==> config.mk <==
export PLATFORM = sky130hd
export DESIGN_NAME = freq_meter
export DESIGN_NICKNAME = d
export VERILOG_FILES = /design/src/rtl/freq_meter_pkg.sv /design/src/rtl/sync_edge_det.sv /design/src/rtl/freq_meter.sv
export SDC_FILE = /design/constraint.sdc
export NUM_CORES = 1
export LEC_CHECK = 0
export BUFFER_PORTS_ARGS = -buffer_cell sky130_fd_sc_hd__buf_4
export CAP_MARGIN = 20
export CORE_ASPECT_RATIO = 2
export CORE_UTILIZATION = 53
export CTS_CLUSTER_DIAMETER = 80
export DETAILED_ROUTE_END_ITERATION = 6
export PLACE_DENSITY = 0.73
export SLEW_MARGIN = 20
export SYNTH_ARGS = -nofsm -noshare
export SYNTH_HDL_FRONTEND = slang
export SYNTH_SLANG_ARGS = --single-unit
==> constraint.sdc <==
create_clock -name iCLK_50 -period 1.85 [get_ports iCLK_50]
set_clock_uncertainty 0.05 [all_clocks]
set_input_delay 0.37 -clock iCLK_50 [delete_from_list [all_inputs] [get_ports iCLK_50]]
set_output_delay 0.37 -clock iCLK_50 [all_outputs]
set_load 0.05 [all_outputs]
==> src/rtl/freq_meter_pkg.sv <==
// Shared constants and state encoding for the frequency meter and its edge detector.
package freq_meter_pkg;

    localparam int DEF_GATE_CYCLES = 50_000_000;
    localparam int DEF_GATE_W      = 26;
    localparam int DEF_CNT_W       = 26;
    localparam int SYNC_STAGES     = 3;

    // The arm counter saturates here; edges are masked until then.
    localparam logic [1:0] ARM_DONE = 2'(SYNC_STAGES);

    typedef enum logic {
        IDLE = 1'b0,
        GATE = 1'b1
    } state_t;

endpackage

==> src/rtl/sync_edge_det.sv <==
// Three-flop synchroniser with a rising-edge pulse.
// The arm mask suppresses the false edge that a static-high input would produce after reset.
module sync_edge_det
    import freq_meter_pkg::*;
(
    input  logic iCLK_50,
    input  logic iRST,
    input  logic iSIG,
    output logic oEDGE
);

    logic [SYNC_STAGES-1:0] r_sync;
    logic [1:0]             r_arm;

    always_ff @(posedge iCLK_50) begin
        if (iRST) begin
            r_sync <= '0;
            r_arm  <= '0;
        end else begin
            r_sync <= {r_sync[SYNC_STAGES-2:0], iSIG};
            if (r_arm != ARM_DONE)
                r_arm <= r_arm + 2'd1;
        end
    end

    assign oEDGE = r_sync[SYNC_STAGES-2] & ~r_sync[SYNC_STAGES-1] & (r_arm == ARM_DONE);

endmodule

==> src/rtl/freq_meter.sv <==
// Counts synchronised rising edges of iSIG over back-to-back GATE_CYCLES windows
// and publishes each completed window's count with a one-cycle oVALID pulse.
module freq_meter
    import freq_meter_pkg::*;
#(
    parameter int GATE_CYCLES = DEF_GATE_CYCLES,
    parameter int GATE_W      = DEF_GATE_W,
    parameter int CNT_W       = DEF_CNT_W
) (
    input  logic             iCLK_50,
    input  logic             iRST,
    input  logic             iSIG,
    input  logic             iEN,
    output logic [CNT_W-1:0] oFREQ,
    output logic             oVALID,
    output logic             oOVF,
    output logic             oGATE
);

    localparam logic [GATE_W-1:0] GATE_LAST = GATE_W'(GATE_CYCLES - 1);
    localparam logic [CNT_W-1:0]  CNT_MAX   = '1;

    state_t r_state, w_state_nxt;

    logic              w_edge;
    logic              w_last;
    logic              w_cnt_full;
    logic [CNT_W-1:0]  w_edge_nxt;
    logic              w_sat_nxt;

    logic [GATE_W-1:0] r_gate_cnt;
    logic [CNT_W-1:0]  r_edge_cnt;
    logic              r_sat;
    logic [CNT_W-1:0]  r_freq;
    logic              r_valid;
    logic              r_ovf;

    sync_edge_det u_sync (
        .iCLK_50 (iCLK_50),
        .iRST    (iRST),
        .iSIG    (iSIG),
        .oEDGE   (w_edge)
    );

    always_ff @(posedge iCLK_50) begin
        if (iRST) r_state <= IDLE;
        else      r_state <= w_state_nxt;
    end

    // Dropping iEN on the terminal cycle still leaves GATE; the datapath
    // completes that window regardless of the state transition.
    always_comb begin
        w_state_nxt = r_state;
        w_last      = (r_state == GATE) && (r_gate_cnt == GATE_LAST);
        w_cnt_full  = (r_edge_cnt == CNT_MAX);
        w_edge_nxt  = (w_edge && !w_cnt_full) ? r_edge_cnt + CNT_W'(1) : r_edge_cnt;
        w_sat_nxt   = r_sat | (w_edge & w_cnt_full);
        case (r_state)
            IDLE:    if (iEN)  w_state_nxt = GATE;
            GATE:    if (!iEN) w_state_nxt = IDLE;
            default: w_state_nxt = IDLE;
        endcase
    end

    always_ff @(posedge iCLK_50) begin
        if (iRST) begin
            r_gate_cnt <= '0;
            r_edge_cnt <= '0;
            r_sat      <= 1'b0;
            r_freq     <= '0;
            r_valid    <= 1'b0;
            r_ovf      <= 1'b0;
        end else begin
            r_valid <= 1'b0;
            if (w_last) begin
                // Terminal-cycle edge belongs to the closing window.
                r_freq     <= w_edge_nxt;
                r_ovf      <= w_sat_nxt;
                r_valid    <= 1'b1;
                r_gate_cnt <= '0;
                r_edge_cnt <= '0;
                r_sat      <= 1'b0;
            end else if (r_state == GATE && iEN) begin
                r_gate_cnt <= r_gate_cnt + GATE_W'(1);
                r_edge_cnt <= w_edge_nxt;
                r_sat      <= w_sat_nxt;
            end else begin
                r_gate_cnt <= '0;
                r_edge_cnt <= '0;
                r_sat      <= 1'b0;
            end
        end
    end

    assign oFREQ  = r_freq;
    assign oVALID = r_valid;
    assign oOVF   = r_ovf;
    assign oGATE  = (r_state == GATE);

endmodule
* After elaboration in Yosys (flattened, before gate mapping)
Cells that the tools add are included.
Word-level totals: flip-flop bits (word level) 87, output and inout bits 29
Operators by class: add/subtract/negate cells 3, equality and inequality tests 4, multiplexer cells 3, bitwise operators 6, reduce and logical (&&, ||, !) cells 5
Operators by type and width (number):
- adder 26 x 1 -> 26 bit (second input constant) | 2
- == test 26 bit (second input constant) | 2
- two-way mux 26 bit | 1
- bitwise AND 1 bit | 3
- logical AND 1 bit | 3
- OR reduction 3 bit | 1
- adder 2 x 1 -> 2 bit (second input constant) | 1
- == test 2 bit (second input constant) | 1
- two-way mux 1 bit | 2
- != test 2 bit (second input constant) | 1
- inverter 1 bit | 2
- logical NOT 1 bit | 1
- OR 1 bit | 1

* Logic depth before layout (Yosys ltp)
depth after elaboration 5, mapped depth 7

* Modules after synthesis
Synthesis repeated with hierarchy kept, for this count alone.
Unflattened totals: cell total of the unflattened synthesis 410, area total of the unflattened synthesis 3644.7 um^2
By module, submodules not included:
- freq_meter | times used 1, cells each 395, area an instance 3479.6 um^2, sequential area each 1641.6 um^2
- sync_edge_det | times used 1, cells each 15, area an instance 165.2 um^2, sequential area each 100.1 um^2

* Least setup slack after synthesis
OpenSTA, ideal clock, no wires.
path type register to register, start register r_state (netlist: oGATE), end register r_edge_cnt[25], setup time 121 ps, data arrival time 1952 ps, required time 1679 ps, slack -273 ps, stages on the path, launching flop included 7, clock period less this slack 2123 ps, cells stage by stage dfxtp_1 nor3b_1 nand4_1 nor4_4 nand3b_2 buf_2 nor2_1
On the way: longest elaborated chain between the ends 3, elaborated cells on any way between the ends 4
Ends and longest elaborated chain:
- start, declared | RTL line freq_meter.sv:23 | state_t r_state, w_state_nxt;
- start signal, assigned | RTL line freq_meter.sv:47 | else r_state <= w_state_nxt;
- logical AND 1 bit | RTL line freq_meter.sv:83 | end else if (r_state == GATE && iEN) begin
- inverter 1 bit (no line)
- OR reduction 3 bit (no line) *
- end signal, assigned | RTL line freq_meter.sv:85 | r_edge_cnt <= w_edge_nxt;
- end, declared | RTL line freq_meter.sv:32 | logic [CNT_W-1:0] r_edge_cnt;
Mark *: on every way between the ends. The rest lies on a longest branch, timed or not. A chain may end at the register's enable or synchronous reset.

* Worst setup path in the final report
start register r_edge_cnt[4], end register r_freq[17] (netlist: oFREQ[17])
On the way: longest elaborated chain between the ends 4, elaborated cells on any way between the ends 5
Ends and longest elaborated chain:
- parallel branches: the longest is 3 deep, another holds adder 26 x 1 -> 26 bit
- two-way mux 26 bit * | RTL line freq_meter.sv:56 | w_edge_nxt = (w_edge && !w_cnt_full) ? r_edge_cnt + CNT_W'(1) : r_edge_cnt;
- end signal, assigned | RTL line freq_meter.sv:77 | r_freq <= w_edge_nxt;
- end, declared | RTL line freq_meter.sv:34 | logic [CNT_W-1:0] r_freq;
Every way passes the cells marked *.

==> results_dict.tcl <==
set metrics [dict create \
    gr-usage-all-layers_pct 27.85 \
    synth_flop_cell "dfxtp_1" \
    drive_gt1_share_pct 40.94 \
    hpwl_um 6424 \
    final_util_pct 77.57 \
    ir_drop_uv 738.8 \
    synth_fp_nets 395 \
    clockBufferDepth 2 \
    initial_utilization_pct 54.74 \
    h-tree-depth 3 \
    netlist_top_cells_count "87 x dfxtp_1, 82 x nor2_1, 35 x xor2_1, 26 x nand2_1, 25 x nand3_1" \
    fmax_mhz 505.0 \
    synthMostInstantiatedCell "dfxtp_1" \
    die_w_um 60.48 \
    tritoncts "yes" \
    nFillCells 448 \
    syn-cell-area_um2 3625 \
    place_inst 555 \
    std_cell_rows 42 \
    met2_usage_pct 51.92 \
    worstMarginPinSlew_ns 0.4016 \
    crit_arrival_ns 2.15 \
    cap_violations 0 \
    grt_pass1_vias 3320 \
    synthDominantCellAreaShare_pct 48.05 \
    reg2reg_depth 5 \
    setup_violations 7 \
    port_buffers 32 \
    path_cells "and3_1 > nor3b_4 > nand4_1 > xor2_2 > o21ai_0" \
    syn-instance-count 388 \
    cp-start-kind "flip-flop" \
    cts_buffers 9 \
    gr-usage-met1_pct 25.71 \
    fp.dieH_um 119.0 \
    rsz0062_at_grt "true" \
    end_kind "flip-flop" \
    place_area_um2 4393 \
    setup_ws_ns -0.1304 \
    die-area_um2 7194 \
    avgSynthCellArea_um2 9.342 \
    ant_nets 0 \
    synth_top_cell_by_area "dfxtp_1" \
    wirelength_um 10280 \
    fin_nets 493 \
    synth_top_cells_by_area "dfxtp_1 48%, nor2_1 8.5%, xor2_1 8.5%, nand3_1 3.5%, xnor2_1 3.4%" \
    ff2ff_setup_slack_ns -0.13 \
    grt_max_degree 21 \
    top_usage_layer "met2" \
    diodes 0 \
    slew_headroom_pct 73.20 \
    core_area_um2 6621 \
    clk_pin_slew_ns 0.06 \
    violations "negative setup slack" \
    tns_ns -0.3983 \
    power_leakage_nw 2.026 \
    cpPeakStageDelay_ns 0.44 \
    yosysWarnings 0 \
    dr.pass1.iters 4 \
    cts.sinks 87 \
    crit_path_top_delay_cell "dfxtp_1" \
    rr_startpoint "r_edge_cnt[4]" \
    fin_area_um2 5136 \
    finalHoldViolations 0 \
    ios 33 \
    gr-usage-met3_pct 4.777 \
    power_density_nw_per_um2 743.4 \
    drt_iter0_drc 158 \
    cp.required_ns 2.02 \
    slew_viol_final 0 \
    path_class "reg -> reg" \
    dp_slack_ns -0.1578 \
    gp_congestion 0.8917 \
    area_growth_pct 41.70 \
    globalRoute.totalOverflow 0 \
    hold_class "in -> reg" \
    cts.root.buffer_cell "clkbuf_16" \
    synth-seq-cells 87 \
    r2r-end "oFREQ[17]" \
    drcViolationCount 0 \
    hp-start "iSIG" \
    instances_no_fill 579 \
    seq_area_frac_synth_pct 48.05 \
    netlist-cell-type-count 43 \
    grt_pass1_wl_um 14820 \
    antenna_found_initial 0 \
    hold_end "u_sync.r_sync[0]" \
    post_drt_wl_per_cell_um 17.75 \
    viasPerCell 5.718 \
    finalCritPeriodShare_pct 107.0 \
    clk_latency_ns 0.35 \
    status "complete, but fails checks" \
    finalCriticalPeriod_ns 1.980 \
    synth_edf_count 0 \
    async_reset_ff_share_pct 0 \
    hold_depth 2 \
    vias 3311 \
    crit_path_max_fanout 5 \
]
-- routing by layer --
metal	wire, um	part of all wire [%]
met1	3438	33
met2	5948	58
met3	374	3.6
met4	515	5.0
met5	0	0
-- where the power goes --
part	switching [mW]	leakage, nW	total [mW]	internal (mW)
Combinational	0.0544	1.17	0.102	0.0472
Sequential	0.0157	0.714	1.90	1.89
Clock	0.735	0.146	1.81	1.08
Total	0.805	2.03	3.82	3.01
-- cell usage in the layout, fill, tap and decap left out, drive strengths merged, types with 3 or more instances in the layout --
cell type / synthesis / layout
buf: 10 / 102
dfxtp: 87 / 87
nor2: 82 / 82
xor2: 35 / 35
nand3: 27 / 27
nand2: 26 / 26
nand4: 17 / 17
a211oi: 17 / 17
xnor2: 14 / 14
clkbuf: 5 / 12
o21ai: 10 / 10
and3: 8 / 8
nor3: 7 / 7
nor2b: 6 / 6
nor4: 5 / 5
inv: 4 / 4
and4: 4 / 4
a31oi: 4 / 4
mux2i: 3 / 3
clkinv: 0 / 3
nor4b: 3 / 3
ha: 3 / 3
-- cell families after synthesis --
kind of cell    count (synthesis)  synth area share, %
buf+inv                        19                2.519
fa+ha+maj                       3                1.036
flops                          87                48.05
simple gates                  196                29.82
mux                             3               0.8285
xor+xnor                       49                11.84
compound gates                 31                5.903
-- metrics by stage --
| step | total power [mW] | hold WS [ns] |
|---|---|---|
| after global placement | 2.016 | 0.3707 |
| after global routing | 3.913 | 0.2268 |
| after detailed placement | 2.023 | 0.3832 |
| final | 3.818 | 0.1827 |
| after CTS | 3.785 | 0.1834 |
| after floorplan | 1.986 | 0.3638 |
-- worst max-delay path, delay by kind of cell (launching register included) --
| family | cells | cell delay (ns) |
|---|---|---|
| simple gates | 3 | 0.92 |
| compound gates | 1 | 0.13 |
| xor+xnor | 1 | 0.30 |
| flops | 1 | 0.44 |
-- how the worst max path moves through the flow --
stage	slack, ns	startpoint	endpoint	cells past startpoint
floorplan	0.009	r_gate_cnt[19]	r_edge_cnt[25]	6
global placement	-0.09	r_edge_cnt[0]	oFREQ[17]	8
detailed placement	-0.16	r_edge_cnt[0]	oFREQ[17]	8
CTS	-0.02	u_sync.r_arm[1]	oFREQ[17]	8
global route	-0.19	u_sync.r_arm[1]	oFREQ[24]	8
finish	-0.13	r_edge_cnt[4]	oFREQ[17]	5
-- flip-flops by register name, indices dropped and copies added, names as in the netlist --
signal	flops
oGATE	1
oFREQ	26
u_sync.r_arm	2
r_sat	1
r_edge_cnt	26
oVALID	1
u_sync.r_sync	3
r_gate_cnt	26
oOVF	1
-- layout make-up --
type / instances / area, um2 / area share [%]
clock inverters: 4 / 45.04 / 0.8770
repair buffers: 102 / 849.6 / 16.54
flip-flops and latches: 87 / 1774 / 34.54
well taps: 88 / 110.1 / 2.144
inverters: 4 / 15.01 / 0.2923
clock buffers: 12 / 246.5 / 4.799
multi-input cells: 282 / 2096 / 40.80
-- timing repair --
action                                  CTS  global route
buffers inserted                          3             5
pin swaps                                14            21
resized for setup                        30            64
endpoints found under the setup margin   50            79
hold buffers                              0             0
cloned                                    1             0
No activity file was read; power rests on OpenSTA's default activity.
